### config.mk
export PLATFORM = sky130hd
export DESIGN_NAME = hi_iso14443a_rx
export DESIGN_NICKNAME = d
export VERILOG_FILES = /design/src/rtl/hi_iso14443a_pkg.sv /design/src/rtl/hi_iso14443a_rx_edge_filter.sv /design/src/rtl/hi_iso14443a_rx.sv
export SDC_FILE = /design/constraint.sdc
export NUM_CORES = 1
export LEC_CHECK = 0
export ABC_AREA = 0
export BUFFER_PORTS_ARGS = -buffer_cell sky130_fd_sc_hd__buf_2
export CELL_PAD_IN_SITES_DETAIL_PLACEMENT = 1
export CELL_PAD_IN_SITES_GLOBAL_PLACEMENT = 1
export CORE_ASPECT_RATIO = 0.6
export CORE_UTILIZATION = 48
export CTS_CLUSTER_SIZE = 25
export DETAILED_ROUTE_END_ITERATION = 7
export PLACE_DENSITY_LB_ADDON = 0.1
export SKIP_LAST_GASP = 1
export SLEW_MARGIN = 20
export SYNTH_ARGS = -nofsm -noshare
export SYNTH_HDL_FRONTEND = slang
export SYNTH_HIERARCHICAL = 1
export SYNTH_SLANG_ARGS = --single-unit
### constraint.sdc
create_clock -name adc_clk -period 6.7 [get_ports adc_clk]
set_clock_uncertainty 0.15 [all_clocks]
set_input_delay 1.34 -clock adc_clk [delete_from_list [all_inputs] [get_ports adc_clk]]
set_output_delay 1.34 -clock adc_clk [all_outputs]
set_load 0.02 [all_outputs]
### src/rtl/hi_iso14443a_pkg.sv
// Shared mode encoding and width helpers for the ISO14443-A receive path.
package hi_iso14443a_pkg;

  typedef enum logic [2:0] {
    SNIFFER       = 3'b000,
    TAGSIM_LISTEN = 3'b001,
    TAGSIM_MOD    = 3'b010,
    READER_LISTEN = 3'b011,
    READER_MOD    = 3'b100
  } mode_e;

  // (2*p4 + p3) - (2*x + p1) spans +/-3*(2^ADC_W - 1), which fits in ADC_W+3 signed bits
  function automatic int filt_w(input int adc_w);
    return adc_w + 3;
  endfunction

endpackage

### src/rtl/hi_iso14443a_rx_edge_filter.sv
// Gaussian-derivative edge filter: four-sample history plus combinational output.
module hi_edge_filter
  import hi_iso14443a_pkg::*;
#(
  parameter int ADC_W = 8
) (
  input  logic                              clk,
  input  logic                              rst_n,
  input  logic [ADC_W-1:0]                  adc_d,
  output logic signed [filt_w(ADC_W)-1:0]   f
);

  logic [4:1][ADC_W-1:0] p;

  always_ff @(negedge clk) begin
    if (!rst_n) p <= '0;
    else        p <= {p[3:1], adc_d};
  end

  // Positive f marks a falling edge, negative f a rising edge.
  assign f = $signed({2'b00, p[4], 1'b0}) + $signed({3'b000, p[3]})
           - $signed({2'b00, adc_d, 1'b0}) - $signed({3'b000, p[1]});

endmodule

### src/rtl/hi_iso14443a_rx.sv
// ISO14443-A receive path: edge detector, bit packer and SSP framer towards the ARM.
module hi_iso14443a_rx
  import hi_iso14443a_pkg::*;
#(
  parameter int ADC_W       = 8,
  parameter int WIN         = 16,
  parameter int WORD_W      = 8,
  parameter int THRESH      = 5,
  parameter int RESET_PHASE = 4
) (
  input  logic             adc_clk,
  input  logic             rst_n,
  input  logic [2:0]       mod_type,
  input  logic [ADC_W-1:0] adc_d,
  input  logic             reader_bit,
  output logic             ssp_clk,
  output logic             ssp_frame,
  output logic             ssp_din,
  output logic             curbit
);

  localparam int FW = filt_w(ADC_W);
  localparam int CW = $clog2(WIN * WORD_W);
  localparam int PW = $clog2(WIN);
  localparam int HW = WORD_W / 2;

  localparam logic [PW-1:0]        RP     = PW'(RESET_PHASE);
  localparam logic [PW-1:0]        HALF   = PW'(WIN / 2);
  localparam logic [CW-1:0]        FR_ON  = CW'(WIN / 2 - 1);
  localparam logic [CW-1:0]        FR_OFF = CW'(WIN / 2 - 1 + WIN);
  localparam logic signed [FW-1:0] TH_P   = FW'(THRESH);
  localparam logic signed [FW-1:0] TH_N   = -TH_P;
  localparam logic signed [FW-1:0] ZERO   = '0;

  logic [CW-1:0]        cnt;
  logic [PW-1:0]        phase;
  logic                 word_start, win_start;
  logic [2:0]           mode_q, mode_eff;
  logic signed [FW-1:0] f, fall_max, rise_min;
  logic [WORD_W-1:0]    shreg, to_arm;
  logic [HW-1:0]        rdr, tag;

  assign phase      = cnt[PW-1:0];
  assign word_start = (cnt == '0);
  assign win_start  = (phase == '0);
  // The mode is only looked at on word boundaries so a word in flight is never altered.
  assign mode_eff   = word_start ? mod_type : mode_q;

  hi_edge_filter #(.ADC_W(ADC_W)) u_filt (
    .clk   (adc_clk),
    .rst_n (rst_n),
    .adc_d (adc_d),
    .f     (f)
  );

  // Windowed detector: a bit needs both a strong fall and a strong rise.
  always_ff @(negedge adc_clk) begin
    if (!rst_n) begin
      fall_max <= '0;
      rise_min <= '0;
      curbit   <= 1'b0;
    end else if (phase == RP) begin
      curbit   <= (fall_max > TH_P) && (rise_min < TH_N);
      fall_max <= '0;
      rise_min <= '0;
    end else if (f > ZERO) begin
      if (f > fall_max) fall_max <= f;
    end else begin
      if (f < rise_min) rise_min <= f;
    end
  end

  always_ff @(negedge adc_clk) begin
    if (!rst_n) begin
      cnt    <= '0;
      mode_q <= SNIFFER;
      shreg  <= '0;
      rdr    <= '0;
      tag    <= '0;
      to_arm <= '0;
    end else begin
      cnt <= cnt + CW'(1);
      if (word_start) mode_q <= mod_type;

      if (win_start) begin
        case (mode_eff)
          READER_LISTEN: shreg <= (shreg << 1) | WORD_W'(curbit);
          SNIFFER: begin
            rdr <= (rdr << 1) | HW'(reader_bit);
            tag <= (tag << 1) | HW'(curbit);
          end
          default: ;
        endcase
      end

      // Load takes the packer contents from before this tick's capture.
      if (word_start) begin
        case (mode_eff)
          READER_LISTEN: to_arm <= shreg;
          SNIFFER:       to_arm <= {rdr, tag};
          default:       to_arm <= '0;
        endcase
      end else if (win_start) begin
        to_arm <= to_arm << 1;
      end
    end
  end

  always_ff @(negedge adc_clk) begin
    if (!rst_n) begin
      ssp_clk   <= 1'b0;
      ssp_frame <= 1'b0;
      ssp_din   <= 1'b0;
    end else begin
      if (win_start)          ssp_clk <= 1'b1;
      else if (phase == HALF) ssp_clk <= 1'b0;

      if (cnt == FR_ON)       ssp_frame <= 1'b1;
      else if (cnt == FR_OFF) ssp_frame <= 1'b0;

      ssp_din <= to_arm[WORD_W-1];
    end
  end

endmodule

# Yosys cells after proc, flatten, opt, wreduce, memory -nomap -nowiden
# Index checks and enable logic that the tools add are counted.
[classes] addsub=4 n_reduce_logical=12 n_lt_le_gt_ge=5 n_eq_ne=5 n_mux=8 bitwise_logic=5
[op_table] operator="$mux 8" n=2
[op_table] operator="$pmux 8 s2" n=1
[op_table] operator="$gt 11x1->1 const B" n=1
[op_table] operator="$gt 11x11->1" n=1
[op_table] operator="$gt 11x4->1 const B" n=1
[op_table] operator="$lt 11x11->1" n=1
[op_table] operator="$lt 11x4->1 const B" n=1
[op_table] operator="$sub 11x10->11" n=1
[op_table] operator="$sub 11x9->11" n=1
[op_table] operator="$add 9x8->10" n=1
[op_table] operator="$or 4x1->4" n=2
[op_table] operator="$or 8x1->8" n=1
[op_table] operator="$reduce_and 2->1" n=4
[op_table] operator="$add 7x1->7 const B" n=1
[op_table] operator="$eq 7x3->1 const B" n=1
[op_table] operator="$eq 7x5->1 const B" n=1
[op_table] operator="$logic_not 7->1" n=1
[op_table] operator="$reduce_bool 2->1" n=3
[op_table] operator="$eq 4x3->1 const B" n=1
[op_table] operator="$eq 4x4->1 const B" n=1
[op_table] operator="$logic_not 4->1" n=1
[op_table] operator="$mux 1" n=4
[op_table] operator="$eq 3x2->1 const B" n=1
[op_table] operator="$logic_not 3->1" n=1
[op_table] operator="other kinds (4)" n=5
[word_totals] wordCells=55 output_inout_bits=4 regBits=92 inputBits=14

# Depth between registers and ports, before layout
# Gate-level depths: netlist (run 1).
[depth] word_depth=6 ltp_mapped=16 mapped_depth_nobuf=15

# Hierarchy
# The synthesis (run 1) kept the hierarchy.
[by_module_without_submodules] mod="hi_iso14443a_rx" seq_area_each_um2=1201.2 area_each_um2=3241.9 cells_per_inst=370 instances=1
[by_module_without_submodules] mod="hi_edge_filter" seq_area_each_um2=640.6 area_each_um2=1730.4 cells_per_inst=171 instances=1

==> results of run 1 <==
## registers in the layout (all words and copies together) (netlist names)
name and count:
u_filt/p 32, fall_max 11, rise_min 11, shreg 8
to_arm 8, cnt 7, rdr 4, tag 4
mode_q 3, curbit 1, ssp_clk 1, ssp_din 1
ssp_frame 1
## per-stage QoR
step | power (mW) | setup TNS (ps) | instances
global route | 2.579 | -45470 | 830
finish | 2.434 | -44470 | 830
global placement | 1.429 | -43990 | 714
floorplan | 1.182 | -37530 | 541
CTS | 2.264 | -36060 | 827
detailed placement | 1.477 | -46630 | 714
## placed cells by master (no fill, tap or decap), drive strengths merged, types with 2 or more instances in the layout
cell,n
inv,157
nor3,10
ha,39
dfxtp,92
clkbuf,10
o21ai,24
buf,67
nor3b,2
o2111ai,2
fa,13
or4,2
nand2b,2
and3,5
nand4,5
a21oi,30
nor2,6
nand2,45
xnor2,7
o211ai,3
nand3b,3
a31oi,5
bufinv,2
a21boi,23
nand3,14
o311ai,2
mux2i,36
and2,39
a21o,6
xor2,5
or3,5
nor4,5
nor2b,19
## per-layer routing
layer	up-vias	track usage [%]	wire length [um]
met5	-	0	0
met4	0	15.68	509
met3	51	9.363	798
met2	138	50.05	8103
met1	2197	33.31	7118
li1	2122	-	-
## power by group through the flow
stage / Clock (mW) / Combinational, mW / Sequential [mW]
after global placement: 0.0854 / 0.696 / 0.648
after detailed placement: 0.0854 / 0.740 / 0.651
after global routing: 0.881 / 1.04 / 0.655
final: 0.799 / 0.983 / 0.652
after floorplan: 0.0854 / 0.459 / 0.638
after CTS: 0.809 / 0.809 / 0.645
## cells by family (layout without fill, tap and decap cells)
group | count (synthesis) | after routing | share of synthesized area (%)
buffers and inverters | 83 | 237 | 6.794
AO/OA/AOI/OAI | 102 | 102 | 13.56
AND/OR/NAND/NOR | 164 | 164 | 18.19
flip-flops | 92 | 92 | 37.04
XOR/XNOR | 12 | 12 | 2.114
multiplexers | 36 | 36 | 7.247
adder cells (fa/ha/maj) | 52 | 52 | 15.05
## worst max-delay path, stage by stage
cell	delay (ps)
sky130_fd_sc_hd__buf_6	100
sky130_fd_sc_hd__fa_1	450
sky130_fd_sc_hd__fa_1	530
sky130_fd_sc_hd__inv_2	50
sky130_fd_sc_hd__ha_4	270
sky130_fd_sc_hd__buf_4	120
sky130_fd_sc_hd__nand3_2	130
sky130_fd_sc_hd__o2111ai_1	310
sky130_fd_sc_hd__o311ai_0	260
sky130_fd_sc_hd__xnor2_1	320
sky130_fd_sc_hd__ha_1	310
sky130_fd_sc_hd__nand4_1	190
sky130_fd_sc_hd__a211oi_2	90
sky130_fd_sc_hd__or3_4	390
sky130_fd_sc_hd__o211ai_1	190
sky130_fd_sc_hd__buf_4	170
sky130_fd_sc_hd__buf_8	140
sky130_fd_sc_hd__mux2i_1	270
## cell type report
cell class / count / area share [%]
multi-input combinational: 366 / 46.97
clock buffer: 9 / 3.486
inverter: 61 / 3.544
timing repair buffer: 68 / 8.174
clock inverter: 99 / 6.702
tap: 135 / 2.615
sequential: 92 / 28.51
## worst max path at each step
stage / to / slack, ps / depth (start not counted)
final: fall_max[9] / -2100 / 18
after global routing: rise_min[7] / -2140 / 16
after CTS: fall_max[6] / -1730 / 17
after detailed placement: fall_max[9] / -2170 / 16
after global placement: fall_max[0] / -2020 / 17
after floorplan: fall_max[0] / -1790 / 15
## what timing repair did
item / 4_1_cts / 5_1_grt
setup endpoints to repair: 22 / 22
pin swaps: 5 / 19
gates resized for setup: 14 / 23
hold buffers: 0 / 0
gates cloned: 1 / 1
setup buffers: 6 / 2
==> flow_summary.toml, run 1 <==
[run_status]
outcome = "finished, violations left"
violations = "negative setup slack"

[synthesis]
synth-async-reset-ratio_pct = 0
postSynthRegisterBits = 92
yosys.area.top_type_share_pct = 37.04
dominantRegCellSynth = "sky130_fd_sc_hd__dfxtp_1"
postSynthCellCount = 541
synth-edff-count = 0
synth_commonest_cells = "sky130_fd_sc_hd__dfxtp_1 (92), sky130_fd_sc_hd__inv_1 (63), sky130_fd_sc_hd__nand2_1 (45)"
net_count_of_the_mapped_netlist = 607
synthMostInstantiatedCell = "sky130_fd_sc_hd__dfxtp_1"
post_synth_num_cell_types = 47
mapped_avg_cell_area_um2 = 9.191
yosys-top-cells-area = "sky130_fd_sc_hd__dfxtp_1 (37%), sky130_fd_sc_hd__ha_1 (9.8%), sky130_fd_sc_hd__mux2i_1 (7.2%)"
synth_area_um2 = 4972
synth.yosys.seq_area_share_pct = 37.04
yosys.area.top_type = "sky130_fd_sc_hd__dfxtp_1"
yosys_warnings = 6

[pwr]
share_comb_of_total_power_pct = 40.4
p_clk_share_pct = 32.8
power.net_switching_mw = 0.9752
internal-power_mw = 1.459
worst_ir_drop_vdd_v = 0.0001717
seqPwrFrac_pct = 26.8
cellPowerDensity_nw_per_um2 = 376.7
net_switching_fraction_of_the_power_pct = 40.07
power.leakage_nw = 3.075

[worst_hold_path]
hp-class = "reg2reg"
hold_start = "u_filt/p[13]"
worstHoldPathCells = 1
whs_endpoint = "u_filt/p[21]"

[sta]
rsz0062_at_grt = "true"
holdWs_ps = 286.8
timing_hold_violations_final = 0
maxSlewHeadroom_pct = 47.20
worstMarginPinSlew_ps = 784.7
pins_over_slew_limit = 0
setup_viol = 22
worst_slack_ps = -2097

[die]
placementRows = 28
core_region_area_um2 = 9950
die_y_um = 80.84
io_pins = 18
fp.dieW_um = 133.4
initial_utilization_pct = 49.97
die_outline_area_um2 = 10780

[placed_design]
placement.setup.worst_slack_ps = -2174
place.port_buffers = 17
routability_congestion_estimate = 0.8107
dpl.hpwl_mm = 9.586
dpl_cell_area_um2 = 5518

[grt]
grt_pass1_wl_mm = 24.13
grt_antenna_before_repair = 0
gr-usage-all-layers_pct = 29.30
grt.overflow.total = 0
vias_in_the_first_global_route = 5014
grt_start_max_net_pins = 51

[critical_path]
worst_r2r_startpoint = "u_filt/p[18]"
critPathLaunchType = "input port"
crit_type = "in2reg"
worst_ep_required_time_ps = 3520
crit_fanout = 6
reg2reg_setup_slack_ps = 1850
worst_r2r_endpoint = "fall_max[9]"
startpoint = "adc_d[1]"
cp.arrival_ps = 5620
worst_r2r_path_depth = 18
critPathCaptureType = "register"

[drt]
route.detailed.vias_per_inst = 5.431
remaining_drc_errors = 0
drt_first_iter_violations = 221
detail_route.wirelength_mm = 16.53
drt_pass1_iterations = 4
vias_after_detailed_routing = 4508
antenna_violating_nets_left = 0
avgRoutedWirePerCell_um = 19.91

[clocking]
numClockSinks = 92
clock_tree_root_buffer_cell = "sky130_fd_sc_hd__clkbuf_16"
clkTransAtPathRegs_ps = 50
cts_inserted_buffers = 9
htreeDepth = 3
tritoncts_clock_tree = "done"
clk-insertion-delay-late_ps = 430
max-clock-path-buffers = 2

[final_layout]
drive_above_1_share_pct = 17.99
signed_area_change_from_the_synthesized_netlist_to_the_final_layout_pct = 29.92
fillerInstances = 1158
register_area_um2 = 1842
post-route-util_pct = 64.93
num_antenna_cells = 0
num-nets-final = 756
multiInputGateArea_um2 = 3034
stdcell_area_um2 = 6460

[run]
drv.max_cap_violation_count = 0
No activity file was read; power rests on OpenSTA's default activity.
==> run 2: changes to the inputs <==
- CORE_UTILIZATION: 48 -> 52
- clock period: 6.7 -> 11.3 ns (I/O delays scaled with it)
==> run 2 against run 1 <==
Against the previous run:
- the run now fails in global routing (5_1_grt)
- synthesized area unchanged
- synthesized cell count unchanged
==> flow_summary.toml, run 2 <==
[run_status]
outcome = "stopped before the end"
last-stage-reached = "global routing (5_1_grt)"
error = "[ERROR DPL-0033] detailed placement checks failed during check placement."

[clocking]
max-clock-path-buffers = 2
numClockSinks = 92
cts_inserted_buffers = 9
postCtsHoldBufs = 0
clock_tree_root_buffer_cell = "sky130_fd_sc_hd__clkbuf_16"
htreeDepth = 3

[synthesis]
yosys.area.top_type = "sky130_fd_sc_hd__dfxtp_1"
post_synth_num_cell_types = 47
postSynthRegisterBits = 92
yosys_warnings = 6
synth.yosys.seq_area_share_pct = 37.04
postSynthCellCount = 541
mapped_avg_cell_area_um2 = 9.191
net_count_of_the_mapped_netlist = 607
synth_area_um2 = 4972
synth_commonest_cells = "sky130_fd_sc_hd__dfxtp_1 (92), sky130_fd_sc_hd__inv_1 (63), sky130_fd_sc_hd__nand2_1 (45)"
dominantRegCellSynth = "sky130_fd_sc_hd__dfxtp_1"
yosys.area.top_type_share_pct = 37.04
synth-edff-count = 0
yosys-top-cells-area = "sky130_fd_sc_hd__dfxtp_1 (37%), sky130_fd_sc_hd__ha_1 (9.8%), sky130_fd_sc_hd__mux2i_1 (7.2%)"
synth-async-reset-ratio_pct = 0
synthMostInstantiatedCell = "sky130_fd_sc_hd__dfxtp_1"

[die]
initial_utilization_pct = 53.91
io_pins = 18
fp.dieW_um = 128.2
placementRows = 27
die_y_um = 77.75

[placed_design]
place.port_buffers = 17
dpl_cell_area_um2 = 5529
routability_congestion_estimate = 0.8384
dpl.hpwl_mm = 9.567
placement.setup.worst_slack_ps = -866.8

[sta]
worst-endpoint-pin-kind = "register input"
worstEndpointGrtRepair = "fall_max[7]$_SDFFE_NP0P_/D"

[grt]
grt_start_max_net_pins = 73
grt_antenna_before_repair = 1
==> run 2: cell counts after synthesis <==
Identical to the previous run, type by type.
==> run 2: per-stage QoR <==
stage | setup TNS, ps | cells
floorplan | -7168 | 541
global placement | -12820 | 713
detailed placement | -17260 | 713
CTS | -6702 | 827
==> run 2: logic make-up after synthesis <==
family / share of synthesized area (%)
muxes: 7.247
DFF: 37.04
adders and majority gates: 15.05
buffers and inverters: 6.794
and+or+nand+nor: 18.19
xor gates and xnor gates: 2.114
AOI/OAI and AO/OA: 13.56
==> run 2: what timing repair did <==
action,4_1_cts
gates cloned,2
gates resized for setup,43
buffers inserted,7
pin swaps,15
setup endpoints to repair,22
endpoints found under the hold margin,0
==> run 3: changes to the inputs <==
- CELL_PAD_IN_SITES_DETAIL_PLACEMENT: 1 -> unset
- CELL_PAD_IN_SITES_GLOBAL_PLACEMENT: 1 -> unset
- CORE_ASPECT_RATIO: 0.6 -> unset
- CORE_UTILIZATION: 52 -> 40
- CTS_CLUSTER_SIZE: 25 -> unset
- PLACE_DENSITY_LB_ADDON: 0.1 -> 0.15
==> run 3 against run 2 <==
Against the previous run:
- the flow now finishes, with violations (negative setup slack)
==> flow_summary.toml, run 3 (same netlist as run 1, synthesis figures left out) <==
[drt]
remaining_drc_errors = 0
drt_pass1_iterations = 4
antenna_violating_nets_left = 0
detail_route.wirelength_mm = 10.67
drt_first_iter_violations = 169
route.detailed.vias_per_inst = 4.816
vias_after_detailed_routing = 4127
avgRoutedWirePerCell_um = 12.45

[pwr]
seqPwrFrac_pct = 29.9
share_comb_of_total_power_pct = 38.3
net_switching_fraction_of_the_power_pct = 37.71
worst_ir_drop_vdd_v = 0.0001445
cellPowerDensity_nw_per_um2 = 200.1
internal-power_mw = 0.8012
p_clk_share_pct = 31.8
power.net_switching_mw = 0.4851
power.leakage_nw = 3.027

[final_layout]
num-nets-final = 750
finish.cell_count_without_fillers = 857
register_area_um2 = 1842
largest-register = "u_filt/p"
largestRegisters = "u_filt/p x32, fall_max x11, rise_min x11"
signed_area_change_from_the_synthesized_netlist_to_the_final_layout_pct = 29.27
final_cell_mix = "sky130_fd_sc_hd__inv_1 (149), sky130_fd_sc_hd__dfxtp_1 (92), sky130_fd_sc_hd__nand2_1 (45)"
fillerInstances = 1173
stdcell_area_um2 = 6427
num_antenna_cells = 0
largest_register_ffs = 32
drive_above_1_share_pct = 17.56
final_common_cell = "sky130_fd_sc_hd__inv_1"
multiInputGateArea_um2 = 3059

[run_status]
outcome = "finished, violations left"
violations = "negative setup slack"

[clocking]
tritoncts_clock_tree = "done"
htreeDepth = 3
clkTransAtPathRegs_ps = 30
max-clock-path-buffers = 2
postCtsHoldBufs = 0
clock_tree_root_buffer_cell = "sky130_fd_sc_hd__clkbuf_16"
cts_inserted_buffers = 9
numClockSinks = 92
clk-insertion-delay-late_ps = 410

[placed_design]
placement.setup.worst_slack_ps = -813.2
routability_congestion_estimate = 0.8542
dpl.hpwl_mm = 7.502
place.port_buffers = 17
dpl_cell_area_um2 = 5517
numPlacedInstances = 743

[critical_path]
critPathCaptureType = "register"
critPathLaunchType = "input port"
crit_type = "in2reg"
cp.arrival_ps = 6020
crit_fanout = 5
worst_ep_required_time_ps = 5830

[sta]
holdWs_ps = 271.6
worst_slack_ps = -199.2
maxSlewHeadroom_pct = 29.20
setup_viol = 22
worstMarginPinSlew_ps = 1062
pins_over_slew_limit = 0
rsz0062_at_grt = "true"
timing_hold_violations_final = 0

[die]
io_pins = 18
die_outline_area_um2 = 12880
placementRows = 40
core_region_area_um2 = 12060
die_y_um = 113.5
initial_utilization_pct = 41.22
fp.dieW_um = 113.5

[grt]
grt.overflow.total = 0
vias_in_the_first_global_route = 4256
gr-usage-all-layers_pct = 17.78
grt_pass1_wl_mm = 18.00
grt_antenna_before_repair = 0
grt_start_max_net_pins = 73

[run]
drv.max_cap_violation_count = 0

[worst_hold_path]
hp-class = "reg2reg"
run 3: routing by layer:
metal / part of all wire (%) / wire (um) / vias up / GRT usage (%)
met4: 1.2 / 131 / 0 / 8.860
met5: 0 / 0 / - / 0
met2: 51 / 5442 / 53 / 29.88
met3: 3.5 / 373 / 15 / 8.183
li1: - / - / 2113 / -
met1: 44 / 4723 / 1946 / 18.78
run 3: what timing repair did:
action	4_1_cts	5_1_grt
setup buffers	2	4
cloned	1	1
pin swaps	1	14
setup endpoints to repair	22	22
resized for setup	9	30
run 3: stage by stage:
stage	TNS, ps	power (mW)	utilization, %
2_1_floorplan	-7168	0.7010	-
3_3_place_gp	-12880	0.8350	45.74
3_5_place_dp	-16140	0.8446	45.74
4_1_cts	-3821	1.261	51.54
5_1_grt	-6145	1.407	53.29
6_report	-3140	1.286	53.29
run 3: critical path: stages:
cell and delay (ps):
sky130_fd_sc_hd__buf_6 100, sky130_fd_sc_hd__fa_2 560, sky130_fd_sc_hd__fa_1 420, sky130_fd_sc_hd__inv_2 80, sky130_fd_sc_hd__ha_4 190, sky130_fd_sc_hd__and3_4 170, sky130_fd_sc_hd__a2111oi_4 420, sky130_fd_sc_hd__a21oi_2 130
sky130_fd_sc_hd__xor2_2 240, sky130_fd_sc_hd__ha_4 240, sky130_fd_sc_hd__a41oi_2 190, sky130_fd_sc_hd__o21ai_1 90, sky130_fd_sc_hd__or3_1 300, sky130_fd_sc_hd__o211ai_1 250, sky130_fd_sc_hd__buf_4 210, sky130_fd_sc_hd__mux2i_1 190
run 3: area by class of cell:
| class | instances | share of cell area, % |
|---|---|---|
| clock buffer | 9 | 3.504 |
| tap | 168 | 3.270 |
| inverter | 61 | 3.562 |
| sequential | 92 | 28.65 |
| timing repair buffer | 62 | 7.105 |
| clock inverter | 99 | 6.307 |
| multi-input combinational | 366 | 47.60 |
run 3: power by group through the flow:
stage	registers, mW	clock network (mW)	logic, mW
final	0.385	0.409	0.492
after global routing	0.388	0.472	0.547
after CTS	0.384	0.434	0.442
after detailed placement	0.388	0.0506	0.406
after global placement	0.387	0.0506	0.397
after floorplan	0.378	0.0506	0.272
run 3: final timing paths:
check,end,from,cells after the start,slack (ps)
worst max-delay path,fall_max[2],adc_d[2],16,-200
worst min register to register,u_filt/p[20],u_filt/p[12],1,270
worst max register to register,fall_max[2],u_filt/p[20],16,7000
worst min-delay path,u_filt/p[20],u_filt/p[12],1,270
